[config.mk]
export PLATFORM = sky130hd
export DESIGN_NAME = sprite_bitmap_writer_flat
export DESIGN_NICKNAME = d
export VERILOG_FILES = /design/src/rtl/sprite_bitmap_writer_if.sv /design/src/rtl/sprite_bitmap_writer.sv /design/src/flat_wrapper.sv
export SDC_FILE = /design/constraint.sdc
export NUM_CORES = 1
export LEC_CHECK = 0
export CORE_ASPECT_RATIO = 1.25
export CORE_UTILIZATION = 62
export CTS_CLUSTER_SIZE = 20
export DETAILED_ROUTE_END_ITERATION = 10
export GPL_ROUTABILITY_DRIVEN = 0
export HOLD_SLACK_MARGIN = 0.06
export PLACE_DENSITY = 0.85
export SLEW_MARGIN = 20
export SYNTH_ARGS = -nofsm -noshare
export SYNTH_HDL_FRONTEND = slang
export SYNTH_SLANG_ARGS = --single-unit
[constraint.sdc]
create_clock -name clk -period 3.05 [get_ports clk]
set_clock_uncertainty 0.05 [all_clocks]
set_input_delay 0.61 -clock clk [delete_from_list [all_inputs] [get_ports clk]]
set_output_delay 0.61 -clock clk [all_outputs]
set_load 0.01 [all_outputs]
[src/rtl/sprite_bitmap_writer_if.sv]
// ============================================================================
// Module   : sprite_bitmap_writer_if
// Purpose  : Host-to-sprite-store row write channel (valid/ready plus a
//            restart strobe that abandons a partially written image).
// Revision : 1.0 - initial release
// ============================================================================
`default_nettype none

interface sprite_bitmap_writer_if #(
  parameter int WIDTH = 8
);
  logic             wr_valid;
  logic [WIDTH-1:0] wr_data;
  logic             wr_ready;
  logic             wr_restart;

  // Host side: drives rows, observes acceptance
  modport master (
    output wr_valid,
    output wr_data,
    output wr_restart,
    input  wr_ready
  );

  // Sprite store side: consumes rows, reports acceptance
  modport slave (
    input  wr_valid,
    input  wr_data,
    input  wr_restart,
    output wr_ready
  );
endinterface

`default_nettype wire

[src/rtl/sprite_bitmap_writer.sv]
// ============================================================================
// Module   : sprite_bitmap_writer
// Purpose  : Double-buffered writable sprite bitmap. The host fills the back
//            bank one row per beat; the finished image is swapped to the front
//            bank on the next vsync rising edge so the renderer's
//            combinational row lookup never shows a half-written sprite.
// Options  : SPRITE_WRITER_HMIRROR_EN - store each accepted row bit-reversed
//            (horizontal mirror applied at write time).
// Revision : 1.0 - initial release
// ============================================================================
`default_nettype none

module sprite_bitmap_writer #(
  parameter int WIDTH = 8,
  parameter int ROWS  = 16
) (
  input  wire logic                    clk,
  input  wire logic                    reset,    // synchronous, active-low
  input  wire logic                    vsync,
  sprite_bitmap_writer_if.slave        wr,
  input  wire logic [$clog2(ROWS)-1:0] yofs,
  output logic      [WIDTH-1:0]        bits,
  output logic                         pending,
  output logic                         swapped
);

  localparam int AW = $clog2(ROWS);
  localparam logic [AW-1:0] LAST_ROW = AW'(ROWS - 1);

  typedef enum logic [0:0] {
    FILL      = 1'b0,
    WAIT_SWAP = 1'b1
  } state_t;

  state_t           state_q;
  logic             front_q;
  logic [AW-1:0]    row_cnt_q;
  logic             vsync_q;
  logic             swapped_q;
  logic [WIDTH-1:0] bank_q [2][ROWS];

  logic             vsync_rise;
  logic [WIDTH-1:0] row_store;

  // Frame start: vsync high now, low last cycle
  assign vsync_rise = vsync & ~vsync_q;

  // Row value as it lands in the back bank
`ifdef SPRITE_WRITER_HMIRROR_EN
  for (genvar i = 0; i < WIDTH; i++) begin : g_hmirror
    assign row_store[i] = wr.wr_data[WIDTH-1-i];
  end
`else
  assign row_store = wr.wr_data;
`endif

  // Acceptance depends only on state and restart, and is held off during reset
  assign wr.wr_ready = reset & (state_q == FILL) & ~wr.wr_restart;
  assign pending     = reset & (state_q == WAIT_SWAP);
  assign swapped     = reset & swapped_q;

  // Renderer lookup: front bank, zero latency
  assign bits = bank_q[front_q][yofs];

  // Fill / wait-for-swap sequencing, bank writes and buffer swap
  always_ff @(posedge clk) begin
    if (!reset) begin
      for (int b = 0; b < 2; b++) begin
        for (int r = 0; r < ROWS; r++) begin
          bank_q[b][r] <= '0;
        end
      end
      front_q   <= 1'b0;
      row_cnt_q <= '0;
      state_q   <= FILL;
      vsync_q   <= 1'b0;
      swapped_q <= 1'b0;
    end else begin
      vsync_q   <= vsync;
      swapped_q <= 1'b0;
      case (state_q)
        FILL: begin
          // A vsync edge here is deliberately dropped: no complete image yet
          if (wr.wr_restart) begin
            row_cnt_q <= '0;
          end else if (wr.wr_valid) begin
            bank_q[~front_q][row_cnt_q] <= row_store;
            if (row_cnt_q == LAST_ROW) begin
              row_cnt_q <= '0;
              state_q   <= WAIT_SWAP;
            end else begin
              row_cnt_q <= row_cnt_q + AW'(1);
            end
          end
        end
        WAIT_SWAP: begin
          // Completed image is locked in; only a fresh frame start releases it
          if (vsync_rise) begin
            front_q   <= ~front_q;
            state_q   <= FILL;
            swapped_q <= 1'b1;
          end
        end
        default: state_q <= FILL;
      endcase
    end
  end

endmodule

`default_nettype wire

[src/flat_wrapper.sv]
// flat-port wrapper written by rule: the top's interface ports become plain ports
module sprite_bitmap_writer_flat 
#(
  parameter int WIDTH = 8,
  parameter int ROWS  = 16
)
  (clk, reset, vsync, yofs, bits, pending, swapped, wr_wr_valid, wr_wr_data, wr_wr_restart, wr_wr_ready);
  sprite_bitmap_writer_if #(.WIDTH(WIDTH)) wr_i ();
  input  wire logic clk;
  input  wire logic reset;
  input  wire logic vsync;
  input  wire logic [$clog2(ROWS)-1:0] yofs;
  output logic      [WIDTH-1:0] bits;
  output logic pending;
  output logic swapped;
  input wire logic [$bits(wr_i.wr_valid)-1:0] wr_wr_valid;
  input wire logic [$bits(wr_i.wr_data)-1:0] wr_wr_data;
  input wire logic [$bits(wr_i.wr_restart)-1:0] wr_wr_restart;
  output wire logic [$bits(wr_i.wr_ready)-1:0] wr_wr_ready;
  assign wr_i.wr_valid = wr_wr_valid;
  assign wr_i.wr_data = wr_wr_data;
  assign wr_i.wr_restart = wr_wr_restart;
  assign wr_wr_ready = wr_i.wr_ready;
  sprite_bitmap_writer #(.WIDTH(WIDTH), .ROWS(ROWS)) u_core (.clk(clk), .reset(reset), .vsync(vsync), .wr(wr_i), .yofs(yofs), .bits(bits), .pending(pending), .swapped(swapped));
endmodule
==> impl_results.md <==
* Status: finished clean
* Initial Util at 63.5%
* Die area at 19,200 µm²
* Final nets at 956
* Critical Path AT at 2.30 ns
* Total Routed Length at 30,800 µm
* Final setup fails at 0
* Main synth FF type: edfxtp_1
* H-tree levels at 1
* Sequential share of power at 51.4%
* Power density over cell area at 604 nW/µm²
* Clk buf depth at 3
* Pint at 6.40 mW
* Async SR Flop Fraction at 0%
* CP cell instances: clkdlybuf4s15_2 -> nor2_4 -> buf_4 -> a22oi_1 -> a31oi_1 -> nand3_1 -> dlygate4sd2_1
* Register bit count reported by yosys at 265
* Post-CTS Hold Fix Bufs at 0
* Pre-Repair DR Iteration Count at 8
* Num CTS Buffers at 25
* Crit-path slowest cell: nor2_4
* Syn Nets at 861
* GRT overflow at 0
* Final Max Tran Viols at 0
* Rows at 55
* Dpl ws at -0.640 ns
* Max FO, Critical Path at 24
* Chip width at 124 µm
* Worst Path Buf+Inv at 3
* Fin Hold WS at 0.474 ns
* Worst Tran Pin Value at 1.11 ns
* Largest net degree at the start of global routing at 39
* Post-synth EDFFs at 256
* Post-route setup slack at 0.0894 ns
* Syn Inst Count at 840
* Post-synthesis average cell area at 13.7 µm²
* HP Class: reg -> reg
* DRC viols at 0
* P_sw at 1.75 mW
* Clk pwr share at 41.1%
* Total power at 8.16 mW
* DP Area at 12,600 µm²
* Post-CTS Repair Setup Buffers at 0
* Detailed Place HPWL at 20,600 µm
* Total track usage at 33.8%
* Hold Vio Cnt, Final at 0
* RSZ-0062 raised after global routing: no
* First-pass GRT wire length at 45,700 µm
* Placed Cells incl. Taps at 1,136
* Worst EP required at 2.39 ns
* CP delay by family, top: buffers and inverters
* Sw frac at 21.5%
* Antenna Cells at 0
* Startpoint types: primary input
* Period utilisation layout at 97.1%
* Max-slew headroom at 25.6%
* Clk sinks at 265
* PortBufs at 27
* Post-route minimum period at 2.96 ns
* Ys Warns at 0
* Crit Path Category: in -> out
* # fillers at 1,104
* Fmax achieved at 338 MHz
* Max-cap violations at 0
* VDD IR-drop max at 0.478 mV
* Antenna-violating nets left at 0
* Post-synthesis sequential area ratio at 68.2%
* CTS tree: built
* Routed WL per cell at 26.0 µm
* Via/cell ratio at 6.59
* Leakage at 4.94 nW
* Syn-to-layout area delta at 17.1%
* CTS root buf: clkbuf_16
* Post-Route Utilization at 74.4%
* Via count at 7,787
* Final instance area at 13,500 µm²
* Combinational share of power at 7.5%
* Io pins at 28
* Finished Layout Cells at 1,182
* DRT iter0 DRCs at 1,059
* Synth unique cells at 39
* DIE HEIGHT at 155 µm
* Clk_lat worst skew at 0.52 ns
* Worst-path clk slew at 0.07 ns
* Crit end category: output port
* Share of post-route cells with drive strength above 1 at 16.6%
* Post-Syn Area at 11,500 µm²
* Initial antenna violation count at 0
* Vias in the first global route at 7,507
* Core ar. at 18,200 µm²
* CP max stage delay at 0.48 ns
* Fin Setup TNS at 0 ns
-- cells in the mapped netlist (all sizes together) (2+ instances only) --
| cell type | count | area (µm²) |
|---|---|---|
| and2 | 24 | 150 |
| edfxtp | 256 | 7690 |
| nand4 | 8 | 50.1 |
| nor3 | 11 | 60.1 |
| clkbuf | 12 | 45.0 |
| a31oi | 8 | 50.1 |
| mux2i | 129 | 1290 |
| a22oi | 32 | 240 |
| buf | 35 | 239 |
| inv | 5 | 18.8 |
| a22o | 16 | 140 |
| ha | 4 | 50.1 |
| a21oi | 20 | 100 |
| nand3 | 42 | 245 |
| o21ai | 34 | 170 |
| nand2 | 38 | 148 |
| nor2b | 5 | 31.3 |
| or3 | 2 | 12.5 |
| nand2b | 6 | 45.0 |
| dfxtp | 9 | 180 |
| nor2 | 134 | 510 |
-- cell usage in the layout, fill, tap and decap left out, types with 3 or more instances in the layout --
cell type and n:
edfxtp_1 256, nor2_1 130, mux2i_1 128, buf_4 80, nand2_1 36, nand3_1 35, o21ai_0 34, a22oi_1 29
clkbuf_16 25, and2_1 24, a21oi_1 18, a22o_1 16, clkdlybuf4s50_1 16, nor3_1 9, dfxtp_1 9, dlygate4sd2_1 9
nand4_1 8, a31oi_1 8, nand3_2 7, buf_12 7, bufinv_16 6, inv_1 5, clkinv_2 5, ha_1 4
nand2b_1 3, nor2_2 3, a22oi_2 3, nor2b_1 3, clkinv_1 3, clkinvlp_4 3
-- worst register-to-register path: cells and delay by family, from the launching register on --
| kind | cells | cell delay, ns |
|---|---|---|
| AND/OR/NAND/NOR | 1 | 0.33 |
| AO/OA/AOI/OAI | 1 | 0.32 |
| flip-flops | 1 | 1.06 |
| buffers and inverters | 1 | 0.25 |
-- path summary, 6_finish.rpt --
| check | to | slack [ns] | cells past startpoint | startpoint |
|---|---|---|---|---|
| worst min register to register | u_core.state_q$_SDFF_PN0_ | 0.47 | 2 | u_core.vsync_q$_SDFF_PN0_ |
| worst min-delay path | u_core.state_q$_SDFF_PN0_ | 0.47 | 2 | u_core.vsync_q$_SDFF_PN0_ |
| worst max-delay path | bits[0] | 0.09 | 7 | yofs[2] |
| worst max register to register | u_core.bank_q[0][104]$_SDFFCE_PN0P_ | 0.75 | 3 | u_core.front_q$_SDFFE_PN0P_ |
-- power by group through the flow --
stage | clock (mW) | sequential [mW] | combinational [mW]
floorplan | 0 | 4.25 | 0.317
global placement | 0 | 4.25 | 0.581
detailed placement | 0 | 4.26 | 0.588
CTS | 3.36 | 4.19 | 0.592
global route | 3.48 | 4.20 | 0.635
finish | 3.36 | 4.19 | 0.611
-- registers in the layout, indices dropped and copies added, names as in the netlist, named ones only --
register	cells
u_core.front_q	1
u_core.bank_q	256
u_core.vsync_q	1
u_core.swapped_q	1
u_core.row_cnt_q	4
u_core.state_q	1
-- logic make-up (layout without fill, tap and decap cells) --
logic type               after synthesis  after routing  share of synthesized area [%]
buffers and inverters                 52            166                           2.62
AO/OA/AOI/OAI                        114            114                           6.32
adder cells (fa/ha/maj)                4              4                          0.434
AND/OR/NAND/NOR                      275            275                           11.2
multiplexers                         129            129                           11.2
XOR/XNOR                               1              1                         0.0759
flip-flops                           265            265                           68.2
-- final cells by class --
class / count / area, µm² / share of cell area [%]
multi-input cells: 523 / 3430 / 25.4
inverters: 5 / 18.8 / 0.139
well taps: 228 / 285 / 2.11
clock inverters: 19 / 264 / 1.95
clock buffers: 27 / 633 / 4.69
repair buffers: 115 / 1010 / 7.50
flip-flops and latches: 265 / 7870 / 58.2
-- what timing repair did --
action                                 in CTS  in global routing
pin swaps                                   1                  0
gates cloned                                0                  0
setup endpoints to repair                   8                  1
resized for setup                          24                  1
endpoints found under the hold margin       0                  0
-- routing by layer --
layer | wire length (µm) | track usage (%)
met2 | 14900 | 55.2
met4 | 1910 | 17.4
met1 | 10500 | 41.5
met3 | 3510 | 8.19
met5 | 0 | 0
Note: power is estimated with default switching activity, not from simulation.
